==> config.mk <==
export PLATFORM = sky130hd
export DESIGN_NAME = joy_serializer
export DESIGN_NICKNAME = d
export VERILOG_FILES = /design/src/rtl/joy_serializer.sv
export SDC_FILE = /design/constraint.sdc
export NUM_CORES = 1
export LEC_CHECK = 0
export ABC_AREA = 1
export BUFFER_PORTS_ARGS = -buffer_cell sky130_fd_sc_hd__buf_4
export CAP_MARGIN = 25
export CELL_PAD_IN_SITES_DETAIL_PLACEMENT = 2
export CELL_PAD_IN_SITES_GLOBAL_PLACEMENT = 2
export CORE_MARGIN = 4
export CORE_UTILIZATION = 34
export CTS_CLUSTER_DIAMETER = 80
export DETAILED_ROUTE_END_ITERATION = 8
export HOLD_SLACK_MARGIN = 0.12
export PLACE_DENSITY_LB_ADDON = 0.1
export SETUP_SLACK_MARGIN = 0.3
export SYNTH_ARGS = -nofsm -noshare
export SYNTH_HDL_FRONTEND = slang
export SYNTH_SLANG_ARGS = --single-unit
==> constraint.sdc <==
create_clock -name clk -period 2.8 [get_ports clk]
set_input_delay 0.56 -clock clk [delete_from_list [all_inputs] [get_ports clk]]
set_output_delay 0.56 -clock clk [all_outputs]
set_load 0.02 [all_outputs]
==> src/rtl/joy_serializer.sv <==
// rtl/joy_serializer.sv - 74HC165-style 24-bit serial joystick transmitter for two players
module joy_serializer #(
    parameter logic FILL_BIT = 1'b1
) (
    input  logic        clk,
    input  logic        reset,
    input  logic        joy_clk,
    input  logic        joy_load,
    input  logic [11:0] p1_btn,
    input  logic [11:0] p2_btn,
    output logic        joy_data,
    output logic        frame_strobe,
    output logic        frame_err,
    output logic [7:0]  frame_cnt
);

    typedef enum logic {
        ST_LOAD  = 1'b0,
        ST_SHIFT = 1'b1
    } state_t;

    state_t      state_q, state_d;

    logic        jclk_s1_q, jclk_s2_q, jclk_h_q;
    logic        jld_s1_q, jld_s2_q, jld_h_q;
    logic [11:0] p1_s1_q, p1_s2_q;
    logic [11:0] p2_s1_q, p2_s2_q;

    logic [23:0] sr_q, sr_d;
    logic [4:0]  shcnt_q, shcnt_d;
    logic        strobe_q, strobe_d;
    logic        err_q, err_d;
    logic [7:0]  cnt_q, cnt_d;
    logic        first_q, first_d;

    logic        clk_rise;
    logic        load_rise;
    logic        load_en;
    logic [23:0] load_word;

    assign clk_rise  = jclk_s2_q & ~jclk_h_q;
    assign load_rise = jld_s2_q & ~jld_h_q;

    // Head-to-tail order of the adapter board's 165 chain
    assign load_word = {p1_s2_q[8], p1_s2_q[6], p1_s2_q[5], p1_s2_q[4],
                        p1_s2_q[3], p1_s2_q[2], p1_s2_q[1], p1_s2_q[0],
                        p2_s2_q[8], p2_s2_q[6], p2_s2_q[5], p2_s2_q[4],
                        p2_s2_q[3], p2_s2_q[2], p2_s2_q[1], p2_s2_q[0],
                        p2_s2_q[10], p2_s2_q[11], p2_s2_q[9], p2_s2_q[7],
                        p1_s2_q[10], p1_s2_q[11], p1_s2_q[9], p1_s2_q[7]};

    always_ff @(posedge clk or posedge reset) begin
        if (reset) begin
            jclk_s1_q <= 1'b1;
            jclk_s2_q <= 1'b1;
            jclk_h_q  <= 1'b1;
            jld_s1_q  <= 1'b1;
            jld_s2_q  <= 1'b1;
            jld_h_q   <= 1'b1;
            p1_s1_q   <= 12'hFFF;
            p1_s2_q   <= 12'hFFF;
            p2_s1_q   <= 12'hFFF;
            p2_s2_q   <= 12'hFFF;
        end else begin
            jclk_s1_q <= joy_clk;
            jclk_s2_q <= jclk_s1_q;
            jclk_h_q  <= jclk_s2_q;
            jld_s1_q  <= joy_load;
            jld_s2_q  <= jld_s1_q;
            jld_h_q   <= jld_s2_q;
            p1_s1_q   <= p1_btn;
            p1_s2_q   <= p1_s1_q;
            p2_s1_q   <= p2_btn;
            p2_s2_q   <= p2_s1_q;
        end
    end

    always_ff @(posedge clk or posedge reset) begin
        if (reset) begin
            state_q  <= ST_SHIFT;
            sr_q     <= 24'hFFFFFF;
            shcnt_q  <= 5'd0;
            strobe_q <= 1'b0;
            err_q    <= 1'b0;
            cnt_q    <= 8'd0;
            first_q  <= 1'b1;
        end else begin
            state_q  <= state_d;
            sr_q     <= sr_d;
            shcnt_q  <= shcnt_d;
            strobe_q <= strobe_d;
            err_q    <= err_d;
            cnt_q    <= cnt_d;
            first_q  <= first_d;
        end
    end

    always_comb begin
        state_d  = state_q;
        sr_d     = sr_q;
        shcnt_d  = shcnt_q;
        strobe_d = 1'b0;
        err_d    = err_q;
        cnt_d    = cnt_q;
        first_d  = first_q;

        state_d = jld_s2_q ? ST_SHIFT : ST_LOAD;

        // Load stays in force through the load_rise cycle so a coincident clk_rise is dropped
        load_en = !jld_s2_q || (state_q == ST_LOAD);

        if (load_en) begin
            sr_d = load_word;
        end else if (clk_rise) begin
            sr_d = {sr_q[22:0], FILL_BIT};
            if (shcnt_q != 5'd31) begin
                shcnt_d = shcnt_q + 5'd1;
            end
        end

        if (load_rise) begin
            shcnt_d  = 5'd0;
            strobe_d = 1'b1;
            cnt_d    = cnt_q + 8'd1;
            err_d    = first_q ? 1'b0 : (shcnt_q < 5'd24);
            first_d  = 1'b0;
        end
    end

    assign joy_data     = sr_q[23];
    assign frame_strobe = strobe_q;
    assign frame_err    = err_q;
    assign frame_cnt    = cnt_q;

endmodule

==> flow_metrics.tcl, run 1 <==
set metrics [dict create \
    run_status "finished, final reports clean" \
    final.setup_skew_ps 12.9 \
    cts_tree "built" \
    yosys_register_bits 94 \
    path_clk_slew_ps 90 \
    setup_repair_after_global_routing_missed_its_margin "false" \
    critical_path.top_delay_family "buffers and inverters" \
    worstPathBufferInverterCount 3 \
    number_of_nets_in_the_final_layout 356 \
    syn_nets 311 \
    post_cts_hold_buffer_count 0 \
    share_of_the_yosys_chip_area_belonging_to_registers_pct 73.1 \
    synthArstFlopShare_pct 100 \
    maxSlewViolCount 0 \
    period_minus_slack_ps 1760 \
    dpl_worst_slack_ps 1030 \
    final_common_cell "dfstp_2" \
    syn2layout_area_growth_pct 18.0 \
    layout.area.seq_um2 2450 \
    finalNonFillerCells 459 \
    routed_wire_length_per_instance_um 14.2 \
    finalWorstSetupSlack_ps 1040 \
    grtUsageTotal_pct 13.0 \
    pwr_per_cell_area_nw_per_um2 709 \
    synth_area_leaders "dfstp_2 (62%), dfrtp_1 (11%), nand2_1 (7.2%), nand3_1 (4.6%), inv_1 (3.9%)" \
    synth-main-ff-cell "dfstp_2" \
    cts_buffers 9 \
    detail-route-antenna-nets 0 \
    rows 35 \
    post_route_cells_drive_above_1_share_pct 42.4 \
    clock_network_latency_to_the_later_pin_of_the_worst_skew_pair_ps 360 \
    crit_path_start_kind "flip-flop" \
    synth_enable_flop_cells 0 \
    clockRootBuffer "clkbuf_8" \
    final_min_period_over_clock_period_pct 62.7 \
    effective_utilization_at_floorplan_pct 35.6 \
    synth_area_leader_cell "dfstp_2" \
    placed_cells 443 \
    min-delay-path-class "input pin to flip-flop" \
    multiInputGateArea_um2 711 \
    synthesis.yosys.warnings 0 \
    detailed_place_hpwl_um 4350 \
    postCtsSetupBuffers 0 \
    internal_power_consumption_uw 2050 \
    max-vdd-ir-drop_uv 462 \
    leakage_uw 0.00178 \
    overall_overflow_remaining_after_global_route 0 \
    synth_top_cell_area_share_pct 61.9 \
    io_pins 39 \
    netlist-cell-type-count 25 \
    detail_route.drc_violations 0 \
    vias_per_cell 4.49 \
    timing.fmax_mhz 569 \
    timing.max_slew.rel_slack_pct 56.2 \
    insertedDiodeCount 0 \
    grt_pass1_vias 2357 \
    finalHoldViolations 0 \
    cts_sinks 94 \
    drt_first_iter_violations 50 \
    design.die.area_um2 11500 \
    avgSynthCellArea_um2 12.0 \
    place.port_buffers 38 \
    gp_congestion 0.692 \
    fillCellCount 1008 \
    die_x_um 107 \
    switching_fraction_pct 27.0 \
    largest_net_degree_at_the_start_of_global_routing 55 \
    seq_power_share_pct 57.7 \
    number_of_h_tree_levels 3 \
    setup_violations 0 \
    area_inside_the_core_boundary_um2 9420 \
    wire_length_of_the_first_global_routing_pass_um 11600 \
    worst_setup_path_end_kind "flip-flop" \
    final_cell_mix "dfstp_2 (79), nand2_1 (64), buf_4 (41), inv_1 (34), nand3_1 (31)" \
    crit_path_top_delay_cell "dfstp_2" \
    crit_type "flip-flop to flip-flop" \
    cts.path.max_buffers 2 \
    die_h_um 107 \
    cpPeakStageDelay_ps 570 \
    timing_worst_slew_pin_value_ps 657 \
    setup_total_negative_slack_ps 0 \
    cell_count_after_synthesis 280 \
    critical_path.max_fanout 35 \
    synthesis.area_um2 3350 \
    num_vias 2061 \
    critPathRequiredTime_ps 3100 \
    path_cells "nand2_2 > buf_4 > inv_4 > nand2_4 > inv_1 > nand2_1 > nand3_1" \
    wirelength_um 6520 \
    drt_first_pass_iters 3 \
    worst_ep_arrival_time_ps 2050 \
    combPwrFrac_pct 12.1 \
    antenna_found_initial 0 \
    p_sw_uw 759 \
    clkPwrFrac_pct 30.2 \
    post_cts_resize_count 0 \
    cap_viol_max_count 0 \
]
## metal layers
metal | GRT usage (%) | wire length (um) | up-vias
met1 | 16.6 | 3030 | 1046
met5 | 0 | 0 | -
met2 | 20.2 | 3150 | 29
met4 | 5.21 | 108 | 0
met3 | 4.32 | 237 | 9
li1 | - | - | 977
## worst register-to-register path, stage by stage (launching register included)
cell     delay [ps]
dfstp_2         570
nand2_2          50
buf_4           220
inv_4           220
nand2_4         240
inv_1           250
nand2_1          80
nand3_1          70
## worst paths after layout
kind | start | end | slack, ps | depth (start not counted)
max reg2reg | jld_s2_q | sr_q[4] | 1040 | 7
min reg2reg | p1_s1_q[0] | p1_s2_q[0] | 360 | 0
min | p1_btn[8] | p1_s1_q[8] | 290 | 1
max | jld_s2_q | sr_q[4] | 1040 | 7
max in group asynchronous | reset | sr_q[6] | 1960 | 3
min in group asynchronous | reset | frame_cnt[6] | 350 | 3
## stage by stage
step	area [um2]	util (%)	total power, uW	hold slack, ps
floorplan	3360	-	1830	345
global placement	3770	40.1	1980	347
detailed placement	3770	40.1	1990	347
CTS	3960	42.0	2870	269
global route	3960	42.0	2990	258
finish	3960	42.0	2810	293
## registers in the layout, indices dropped and copies added, names as in the netlist
| signal | flops |
|---|---|
| frame_err | 1 |
| jld_h_q | 1 |
| jld_s1_q | 1 |
| frame_cnt | 8 |
| jclk_h_q | 1 |
| sr_q | 24 |
| jclk_s2_q | 1 |
| p2_s2_q | 12 |
| p2_s1_q | 12 |
| p1_s2_q | 12 |
| jld_s2_q | 1 |
| first_q | 1 |
| p1_s1_q | 12 |
| shcnt_q | 5 |
| jclk_s1_q | 1 |
| frame_strobe | 1 |
## kinds of logic after synthesis
| family | share of synthesized area (%) |
|---|---|
| and+or+nand+nor | 14.4 |
| DFF | 73.1 |
| buffers and inverters | 5.71 |
| AOI/OAI and AO/OA | 4.93 |
| xor gates and xnor gates | 0.784 |
| adders and majority gates | 1.12 |
## power groups by stage
stage	Sequential [uW]	Clock [uW]	Combinational [uW]
detailed placement	1640	0	353
global placement	1640	0	340
finish	1620	848	341
CTS	1620	889	353
global route	1640	961	386
floorplan	1670	0	164
## cell type report
| cell class | instances | share of cell area [%] |
|---|---|---|
| clock buffers | 12 | 3.92 |
| multi-input cells | 143 | 18.0 |
| flip-flops and latches | 94 | 61.9 |
| repair buffers | 41 | 7.78 |
| inverters | 36 | 3.57 |
| clock inverters | 4 | 0.759 |
| well taps | 129 | 4.08 |
## synth_stat cells, types with 2 or more instances
cell	count
o21ai_0	4
nand4_1	2
ha_1	3
buf_6	3
xor2_1	2
inv_1	35
o211ai_1	16
dfrtp_1	15
nand2_1	64
clkbuf_1	2
nand3_1	31
dfstp_2	79
nor2_1	12
(Power assumes the default switching activity.)
==> inputs of run 2 (changes only) <==
Settings changed: ABC_AREA 1 to 0, CORE_UTILIZATION 34 to 36.
Clock period 2.8 ns to 1.4 ns, I/O delays scaled along.
==> flow_metrics.tcl, run 2 <==
set metrics [dict create \
    run_status "finished with violations" \
    violations "negative setup slack" \
    number_of_nets_in_the_final_layout 365 \
    routed_wire_length_per_instance_um 17.8 \
    cts_sinks 94 \
    r2r_setup_slack_ps -410 \
    critical_path.top_delay_family "simple AND/OR/NAND/NOR gates" \
    timing_worst_slew_pin_value_ps 482 \
    final.setup_skew_ps 11.7 \
    yosys_register_bits 94 \
    cts_tree "built" \
    vias_per_cell 4.84 \
    final_min_period_over_clock_period_pct 129 \
    synthesis.area_um2 3340 \
    worst_ep_arrival_time_ps 2070 \
    clock_network_latency_to_the_later_pin_of_the_worst_skew_pair_ps 370 \
    synth.cells.most_frequent "dfstp_2 (79), nand2_1 (30), mux2i_1 (23), o21ai_1 (19), dfrtp_1 (15)" \
    overall_overflow_remaining_after_global_route 0 \
    largest_net_degree_at_the_start_of_global_routing 95 \
    die_x_um 104 \
    fillCellCount 814 \
    detail_route.drc_violations 0 \
    synth_top_cell_area_share_pct 62.1 \
    wire_length_of_the_first_global_routing_pass_um 13400 \
    effective_utilization_at_floorplan_pct 37.6 \
    cell_count_after_synthesis 222 \
    synth-main-ff-cell "dfstp_2" \
    die_h_um 104 \
    detail-route-antenna-nets 0 \
    post_dp_cell_area_um2 3890 \
    crit_path_top_delay_cell "dfrtp_1" \
    cap_viol_max_count 0 \
    path_cells "ha_2 > and3_4 > ha_4 > nor3b_4 > buf_6 > nand4_1 > o311ai_2" \
    critical_path.max_fanout 3 \
    crit_path_start_kind "flip-flop" \
    synth_area_leaders "dfstp_2 (62%), dfrtp_1 (11%), mux2i_1 (6.9%), nand2_1 (3.4%), o21ai_1 (2.8%)" \
    pwr_per_cell_area_nw_per_um2 1350 \
    place.port_buffers 38 \
    multiInputGateArea_um2 948 \
    number_of_h_tree_levels 3 \
    synth_enable_flop_cells 0 \
    synthesis.yosys.warnings 0 \
    report.power.total_uw 6540 \
    timing.fmax_mhz 553 \
    cts.path.max_buffers 2 \
    worst_setup_path_end_kind "flip-flop" \
    hold-worst-slack_ps 355 \
    design.die.area_um2 10900 \
    drt_first_iter_violations 32 \
    period_minus_slack_ps 1810 \
    largest_register "sr_q" \
    insertedDiodeCount 0 \
    largest_reg_flops 24 \
    finalWorstSetupSlack_ps -407 \
    area_inside_the_core_boundary_um2 8890 \
    num_vias 2163 \
    cpPeakStageDelay_ps 410 \
    clockRootBuffer "clkbuf_8" \
    io_pins 39 \
    maxSlewViolCount 0 \
    worstPathBufferInverterCount 1 \
    crit_type "flip-flop to flip-flop" \
    post_route_cells_drive_above_1_share_pct 61.7 \
    synth_area_leader_cell "dfstp_2" \
    setup_repair_after_global_routing_missed_its_margin "true" \
    antenna_found_initial 0 \
    min-delay-path-class "flip-flop to flip-flop" \
    path_clk_slew_ps 100 \
    detailed_place_hpwl_um 3840 \
    syn2layout_area_growth_pct 45.4 \
    timing.max_slew.rel_slack_pct 67.9 \
    syn_nets 253 \
    leakage_uw 0.00220 \
    grtUsageTotal_pct 15.9 \
    final_cell_mix "dfstp_2 (79), buf_4 (55), dlygate4sd3_1 (27), nand2_1 (25), o21ai_1 (22)" \
    gp_congestion 0.722 \
    avgSynthCellArea_um2 15.0 \
    share_of_the_yosys_chip_area_belonging_to_registers_pct 73.4 \
    finalHoldViolations 0 \
    dpl_worst_slack_ps -319 \
    setup_violations 5 \
    synth_most_common_cell "dfstp_2" \
    max-vdd-ir-drop_uv 662 \
    rows 34 \
    grt_pass1_vias 2558 \
    finish.utilization_pct 54.6 \
    final_common_cell "dfstp_2" \
    synthArstFlopShare_pct 100 \
    wirelength_um 7970 \
    layout.area.seq_um2 2450 \
    cts_buffers 9 \
    critPathRequiredTime_ps 1670 \
    final_area_um2 4860 \
    netlist-cell-type-count 31 \
    drt_first_pass_iters 4 \
]
[run 2: cell types whose count changed in the layout (fill, tap and decap cells not counted), sizes merged, moves of 4 or more]
cell and change:
o2bb2ai +4, nand2 -36, dlygate4sd3 +27, o21ai +18, nor2 -10, mux2i +23, o211ai -16, xnor2 +6
buf +41, nand3 -31, inv -31
[run 2: what timing repair did]
item / 4_1_cts / 5_1_grt
gates resized for setup: 27 / 18
hold buffers: 27 / 0
setup buffers: 24 / 4
cloned: 2 / 0
setup endpoints to repair: 49 / 50
hold endpoints to repair: 41 / 0
pin swaps: 18 / 8
[run 2: power breakdown]
group	internal, uW	total [uW]	switching, uW	leakage, uW
Clock	1030	2020	992	0.000116
Combinational	715	1300	585	0.00106
Sequential	3060	3220	158	0.00102
[run 2: layout make-up]
| class | instances | area share [%] |
|---|---|---|
| timing repair buffer | 110 | 22.2 |
| multi-input combinational | 116 | 19.5 |
| tap | 108 | 2.78 |
| clock buffer | 9 | 2.55 |
| clock inverter | 7 | 2.11 |
| sequential | 94 | 50.5 |
| inverter | 3 | 0.309 |
[run 2: cells by family (layout without fill, tap and decap cells)]
logic type,count (synthesis),count (layout),share of synthesized area (%)
flip-flops,94,94,73.4
buffers and inverters,12,129,2.85
AO/OA/AOI/OAI,33,33,5.92
adder cells (fa/ha/maj),3,3,1.12
multiplexers,25,25,7.57
XOR/XNOR,8,8,2.10
AND/OR/NAND/NOR,47,47,7.08
[run 2: metrics by stage]
step	std cells	TNS [ps]
2_1_floorplan	222	-774
3_3_place_gp	374	-992
3_5_place_dp	374	-1300
4_1_cts	443	-1160
5_1_grt	447	-2230
6_report	447	-1620
[run 2: final timing paths]
path	start	end	cells past startpoint
min reg2reg	p1_s1_q[0]	p1_s2_q[0]	0
max	shcnt_q[0]	shcnt_q[3]	7
min	p1_s1_q[0]	p1_s2_q[0]	0
min in group asynchronous	reset	frame_cnt[5]	4
max reg2reg	shcnt_q[0]	shcnt_q[3]	7
max in group asynchronous	reset	p1_s2_q[1]	4
[run 2: worst register-to-register path, delay by kind of cell (launching register included)]
family	cells	cell delay, ps
adders and majority gates	2	360
DFF	1	410
buffers and inverters	1	140
AOI/OAI and AO/OA	1	280
and+or+nand+nor	3	520
[run 2: routing by layer]
layer / up-vias / GRT usage (%) / part of all wire [%]
li1: 977 / - / -
met1: 1146 / 17.9 / 39
met2: 28 / 29.0 / 57
met3: 12 / 3.79 / 2.4
met4: 0 / 5.70 / 1.5
met5: - / 0 / 0
